[src/rtl/frame_filler.sv]
// Framebuffer clear engine: streams one full-word colour write per pixel to the memory bypass port.
// Optional FILL-cycle performance counter enabled by defining FRAME_FILLER_PERF_EN.
module frame_filler #(
  parameter logic [31:0] FB_BASE     = 32'h1000_0000,
  parameter int unsigned FB_WIDTH    = 800,
  parameter int unsigned FB_HEIGHT   = 600,
  parameter int unsigned STRIDE_LOG2 = 10
) (
  input  logic        clk,
  input  logic        rst_n,
  input  logic [23:0] filler_color,
  input  logic        filler_valid,
  output logic        filler_ready,
  output logic [31:0] bypass_addr,
  output logic [31:0] bypass_din,
  output logic [3:0]  bypass_we,
  output logic        bypass_valid,
  input  logic        bypass_ack,
  output logic        busy,
  output logic        done,
  output logic [31:0] fill_cycles
);

  localparam int unsigned XW = (FB_WIDTH  > 1) ? $clog2(FB_WIDTH)  : 1;
  localparam int unsigned YW = (FB_HEIGHT > 1) ? $clog2(FB_HEIGHT) : 1;
  localparam logic [XW-1:0] X_LAST = XW'(FB_WIDTH - 1);
  localparam logic [YW-1:0] Y_LAST = YW'(FB_HEIGHT - 1);

  typedef enum logic [1:0] {
    IDLE,
    FILL,
    DONE
  } state_t;

  state_t        state;
  logic [XW-1:0] x;
  logic [YW-1:0] y;
  logic [XW-1:0] x_next;
  logic [YW-1:0] y_next;
  logic          last_pix;

  // Byte address of pixel (xv, yv); 32-bit arithmetic that wraps silently.
  function automatic logic [31:0] pix_addr(input logic [XW-1:0] xv, input logic [YW-1:0] yv);
    logic [31:0] word;
    word = (32'(yv) << STRIDE_LOG2) + 32'(xv);
    return FB_BASE + (word << 2);
  endfunction

  always_comb begin
    x_next   = x;
    y_next   = y;
    last_pix = 1'b0;
    if (x != X_LAST) begin
      x_next = x + XW'(1);
    end else begin
      x_next = '0;
      if (y != Y_LAST) y_next = y + YW'(1);
      else             last_pix = 1'b1;
    end
  end

  // done is raised on the DONE->IDLE edge so it appears together with filler_ready.
  always_ff @(posedge clk or negedge rst_n) begin
    if (!rst_n) begin
      state        <= IDLE;
      x            <= '0;
      y            <= '0;
      filler_ready <= 1'b1;
      bypass_addr  <= '0;
      bypass_din   <= '0;
      bypass_we    <= '0;
      bypass_valid <= 1'b0;
      busy         <= 1'b0;
      done         <= 1'b0;
    end else begin
      done <= 1'b0;
      case (state)
        IDLE: begin
          if (filler_valid && filler_ready) begin
            state        <= FILL;
            x            <= '0;
            y            <= '0;
            filler_ready <= 1'b0;
            busy         <= 1'b1;
            bypass_valid <= 1'b1;
            bypass_we    <= '1;
            bypass_din   <= {8'h00, filler_color};
            bypass_addr  <= pix_addr('0, '0);
          end
        end
        FILL: begin
          if (bypass_ack) begin
            x <= x_next;
            y <= y_next;
            if (last_pix) begin
              state        <= DONE;
              bypass_valid <= 1'b0;
              bypass_we    <= '0;
              busy         <= 1'b0;
            end else begin
              bypass_addr <= pix_addr(x_next, y_next);
            end
          end
        end
        DONE: begin
          state        <= IDLE;
          done         <= 1'b1;
          filler_ready <= 1'b1;
        end
        default: state <= IDLE;
      endcase
    end
  end

`ifdef FRAME_FILLER_PERF_EN
  logic [31:0] cycle_cnt;

  always_ff @(posedge clk or negedge rst_n) begin
    if (!rst_n) begin
      cycle_cnt <= '0;
    end else if (state == IDLE && filler_valid && filler_ready) begin
      cycle_cnt <= '0;
    end else if (state == FILL && cycle_cnt != '1) begin
      cycle_cnt <= cycle_cnt + 32'd1;
    end
  end

  assign fill_cycles = cycle_cnt;
`else
  assign fill_cycles = '0;
`endif

endmodule

[config.mk]
export PLATFORM = sky130hd
export DESIGN_NAME = frame_filler
export DESIGN_NICKNAME = d
export VERILOG_FILES = /design/src/rtl/frame_filler.sv
export SDC_FILE = /design/constraint.sdc
export NUM_CORES = 1
export LEC_CHECK = 0
export ABC_AREA = 1
export CAP_MARGIN = 30
export CORE_UTILIZATION = 40
export DETAILED_ROUTE_END_ITERATION = 8
export GPL_TIMING_DRIVEN = 0
export PLACE_DENSITY = 0.73
export REMOVE_ABC_BUFFERS = 1
export SETUP_SLACK_MARGIN = 0.1
export SLEW_MARGIN = 25
export SYNTH_ARGS = -nofsm -noshare
export SYNTH_HDL_FRONTEND = slang
export SYNTH_SLANG_ARGS = --single-unit
[constraint.sdc]
create_clock -name clk -period 4.8 [get_ports clk]
set_clock_uncertainty 0.2 [all_clocks]
set_input_delay 0.48 -clock clk [delete_from_list [all_inputs] [get_ports clk]]
set_output_delay 0.48 -clock clk [all_outputs]
set_load 0.005 [all_outputs]
Yosys cells after proc, flatten, opt, wreduce, memory -nomap -nowiden --
Index checks and enable logic that the tools add are counted.
Cells by class: add/subtract/negate cells 4, equal/unequal tests 8, muxes and demuxes 29, reductions and logical operators 10
Operators with widths (number):
- $mux W32 | 3
- $pmux W32 S2 | 1
- $mux W10 | 6
- $pmux W10 S2 | 2
- $add A29 B23 Y30 const A | 1
- $add A20 B10 Y21 | 1
- $add A10 B1 Y10 const B | 2
- $ne A10 B10 Y1 const B | 2
- $mux W4 | 3
- $ne A2 B2 Y1 const B | 4
- $pmux W4 S2 | 1
- $reduce_and A4 Y1 | 2
- $mux W1 | 7
- $mux W2 | 3
- $reduce_and A3 Y1 | 2
- $pmux W1 S2 | 2
- $pmux W2 S2 | 1
- $reduce_and A2 Y1 | 2
- $reduce_bool A2 Y1 | 2
- $eq A2 B1 Y1 const B | 1
- $eq A2 B2 Y1 const B | 1
- $logic_not A2 Y1 | 1
- $logic_and A1 B1 Y1 | 1
Storage, ports and cells: flip-flop bits (word level) 85, word-level logic and storage cells 60

Depth between registers and ports, before layout --
depth in word-level cells 8, depth in mapped cells 11

Worst setup path after synthesis --
OpenSTA, ideal clock, no wires.
kind register to register, from register x[0], to register bypass_addr[4], library setup time 0.118 ns, data arrival time 1.442 ns, required time 4.482 ns, slack 3.040 ns, cell stages (with the launch flop) 11, period minus slack after synthesis 1.760 ns, cell sequence dfrtp_1 ha_1 nand3_1 nor2_2 nand2_2 nor2_4 nor2_2 nor2_8 buf_6 nand2_1 nand2_1
Between the ends: cells in the longest elaborated chain, start to end 7
RTL lines:
- start: declaration | line 36 | logic [XW-1:0] x;
- start signal: assignment | line 93 | x <= x_next;
- $add A10 B1 Y10 / $ne A10 B10 Y1 (equally long branches) | line 54, 53
- $mux W10 | line 53 | if (x != X_LAST) begin
- $add A20 B10 Y21 | line 45 | word = (32'(yv) << STRIDE_LOG2) + 32'(xv);
- $add A29 B23 Y30 | line 46 | return FB_BASE + (word << 2);
- $mux W32 | line 95 | if (last_pix) begin
- $mux W32 | line 92 | if (bypass_ack) begin
- $pmux W32 S2 | line 77 | case (state)
- end signal: assignment | line 88 | bypass_addr <= pix_addr('0, '0);
- end signal: assignment | line 101 | bypass_addr <= pix_addr(x_next, y_next);
- end: declaration | line 14 | output logic [31:0] bypass_addr,
Several ways; a longest one is shown, not always the timed one. The select of a mux whose other input is x is not followed. A chain may end at the register's enable or synchronous reset.

Worst setup path after layout --
from input filler_valid, to register bypass_addr[16]
Between the ends: cells in the longest elaborated chain, start to end 3
RTL lines:
- start: declaration | line 12 | input logic filler_valid,
- $logic_and A1 B1 Y1 | line 79 | if (filler_valid && filler_ready) begin
- $ne A2 B2 Y1 (no line)
- $reduce_and A4 Y1 (no line)
Every way passes these cells.

==> impl_metrics.py <==
metrics = {
    "worst_setup_path": {
        "cp.buffers_inverters": 1,
        "crit_chain": "clkdlybuf4s50_1, nand2_1, nand2_1, nand2_1, nor2_4, nand2_1, nand2_1, nand2_1, nand2_1",
        "r2r_setup_slack_ns": 2.34,
        "cpMostUsedCell": "nand2_1",
        "reg2reg_to": "bypass_addr[28]$_DFFE_PN0P_",
        "crit_type": "input pin to flop",
        "critical-path-top-delay-family": "simple AND/OR/NAND/NOR gates",
        "worst-path-max-fanout": 29,
        "reg2reg_depth": 7,
        "cp_slowest_cell": "nor2_4",
        "r2r-start": "x[5]$_DFFE_PN0P_",
        "critPathMaxStageDelay_ns": 0.52,
        "end_kind": "flop",
        "critPathArrivalTime_ns": 2.54,
        "required_ns": 4.88,
        "startpoint_type": "input pin",
    },
    "clock_tree": {
        "numCtsBuffers": 9,
        "cts_resized": 0,
        "cts_max_level": 3,
        "ctsLongestPathBuffers": 2,
        "clock_sinks": 70,
        "clkSlewWorstSetupHoldPaths_ns": 0.07,
        "clkLatencyLatePin_ns": 0.34,
        "cts_tree": "built",
        "cts-root-buf": "clkbuf_8",
    },
    "detailed_routing": {
        "vias": 3010,
        "vias_per_cell": 4.65,
        "remaining_drc_errors": 6,
        "wirelength_mm": 7.88,
        "dr.pass1.iters": 6,
        "drt_iter0_markers": 171,
        "ant_nets": 0,
        "post_drt_wl_per_cell_microns": 12.2,
    },
    "global_routing": {
        "antenna_found_initial": 0,
        "met2_usage": 0.263,
        "grt_pass1_vias": 2827,
        "grt_max_degree": 45,
        "gr-usage-met1": 0.208,
        "grt_pass1_wl_mm": 13.0,
        "grt_usage": 0.167,
        "grt-busiest-layer": "met2",
        "gr-total-overflow": 0,
        "grt_use_met3": 0.0537,
    },
    "timing": {
        "fmax_mhz": 406,
        "worst_pin_slew_ns": 0.869,
        "setup_tns_ns": 0,
        "period_share": 0.513,
        "slew_headroom": 0.418,
        "rsz0062_at_grt": "false",
        "fin_ws_ns": 2.34,
        "hold_viol": 0,
        "fin_crit_ns": 2.46,
        "setup_violations": 0,
        "slew_viol_final": 0,
    },
    "outcome": {
        "status": "complete, but fails checks",
        "violations": "design-rule violations",
    },
    "hold_path": {
        "hp-start": "bypass_addr[28]$_DFFE_PN0P_",
        "worstHoldPathType": "flop to flop",
        "min_to": "bypass_addr[28]$_DFFE_PN0P_",
        "min_path_cells": 1,
    },
    "synthesis": {
        "synthTopCellsByCount": "nand2_1, dfrtp_1, buf_4",
        "ys_types": 29,
        "synth.most_common_cell": "nand2_1",
        "yosysWarnings": 0,
        "syn-mean-instance-area_sq_um": 7.98,
        "netlist_area_sq_um": 3680,
        "ys_seq_area_frac": 0.476,
        "synth_ff_type": "dfrtp_1",
        "yosys.area.top_type_share": 0.469,
        "yosysTopAreaCell": "dfrtp_1",
        "ys_ff_latch": 70,
        "synth_cells": 461,
        "synth_edf_count": 0,
        "synth.area.top_cells": "dfrtp_1, nand2_1, buf_4, nand3_1, inv_1",
        "synthArstFlopShare": 1.00,
    },
    "job": {
        "max_cap_viol_count": 0,
    },
    "placement": {
        "dp_slack_ns": 1.34,
        "io_buffers": 80,
        "detailed_place_hpwl_mm": 5.53,
        "gp_congestion": 0.907,
    },
    "pwr": {
        "p_total_mw": 1.30,
        "p_leak_nw": 2.34,
        "powerDensity_nw_per_um2": 289,
        "ir_drop_v": 0.000214,
    },
    "die": {
        "dieArea_sq_um": 9590,
        "boundaryPins": 132,
        "die_w_microns": 97.9,
        "floorplan.core_area_sq_um": 8810,
        "core.rowCount": 34,
        "die_y_microns": 97.9,
        "start_util": 0.418,
    },
    "cells_and_area": {
        "ff_latch_area_sq_um": 1750,
        "area_growth_pct": 22.5,
        "nFillCells": 812,
        "utilization": 0.512,
        "drive_above_1_share": 0.0575,
        "antenna_cells": 0,
        "fin_nets": 565,
        "multi_input_area_sq_um": 1500,
    },
}
[placed cells by master (no fill, tap or decap), drive strengths merged, types with 12 or more instances in the layout]
| master | Yosys | routed |
|---|---|---|
| o21ai | 17 | 17 |
| clkbuf | 2 | 14 |
| dfrtp | 69 | 69 |
| clkdlybuf4s50 | 0 | 79 |
| nand3 | 26 | 26 |
| nor2 | 29 | 29 |
| conb | 1 | 51 |
| nand4 | 12 | 12 |
| inv | 27 | 27 |
| nand2 | 194 | 194 |
[per-stage QoR]
| step | cells | area, sq um | hold WS (ns) |
|---|---|---|---|
| 2_1_floorplan | 441 | 3350 | -0.0156 |
| 3_3_place_gp | 629 | 4280 | 0.248 |
| 3_5_place_dp | 630 | 4310 | 0.229 |
| 4_1_cts | 646 | 4490 | 0.269 |
| 5_1_grt | 647 | 4510 | 0.275 |
| 6_report | 647 | 4510 | 0.265 |
[routing by layer]
metal	vias up	share of wire
met3	14	0.081
li1	1479	-
met1	1414	0.43
met5	-	0
met4	0	0.020
met2	103	0.47
[cell type report]
cell class / instances / share of cell area
Timing Repair Buffer: 83 / 0.189
Tap cell: 108 / 0.0300
Clock buffer: 14 / 0.0361
Multi-Input combinational cell: 344 / 0.333
Sequential cell: 70 / 0.389
Clock inverter: 1 / 0.00111
Inverter: 27 / 0.0225
[state kept, by name, summed over array words and instances, names as in the netlist]
name and cells:
bypass_din 24, filler_ready 1, y 10, bypass_we 1, state 2, done 1
x 10, bypass_addr 21
[worst max-delay path by stage]
stage | cells after the start | start | end
2_1_floorplan | 8 | filler_ready$_DFFE_PN1P_ | bypass_addr[12]$_DFFE_PN0P_
3_3_place_gp | 9 | filler_valid | bypass_addr[16]$_DFFE_PN0P_
3_5_place_dp | 9 | filler_valid | bypass_addr[16]$_DFFE_PN0P_
4_1_cts | 9 | state[1]$_DFFE_PN0P_ | bypass_addr[16]$_DFFE_PN0P_
5_1_grt | 9 | filler_valid | bypass_din[20]$_DFFE_PN0P_
6_report | 9 | filler_valid | bypass_addr[16]$_DFFE_PN0P_
[power breakdown]
group          internal [mW]  switching (mW)
Combinational         0.0973           0.103
Sequential             0.637          0.0396
Clock                  0.213           0.211
Total                  0.948           0.354
[kinds of logic (layout without fill, tap and decap cells)]
family / after synthesis / after routing / synth area share
AND/OR/NAND/NOR: 267 / 267 / 0.309
buffers and inverters: 97 / 125 / 0.169
flip-flops: 70 / 70 / 0.476
AO/OA/AOI/OAI: 20 / 20 / 0.0279
XOR/XNOR: 4 / 4 / 0.00952
adder cells (fa/ha/maj): 2 / 2 / 0.00680
other: 1 / 51 / 0.00102
[what timing repair did]
action                    CTS  global route
hold endpoints to repair   26             0
setup buffers               0             0
hold buffers                1             0
No activity file was read; power rests on OpenSTA's default activity.
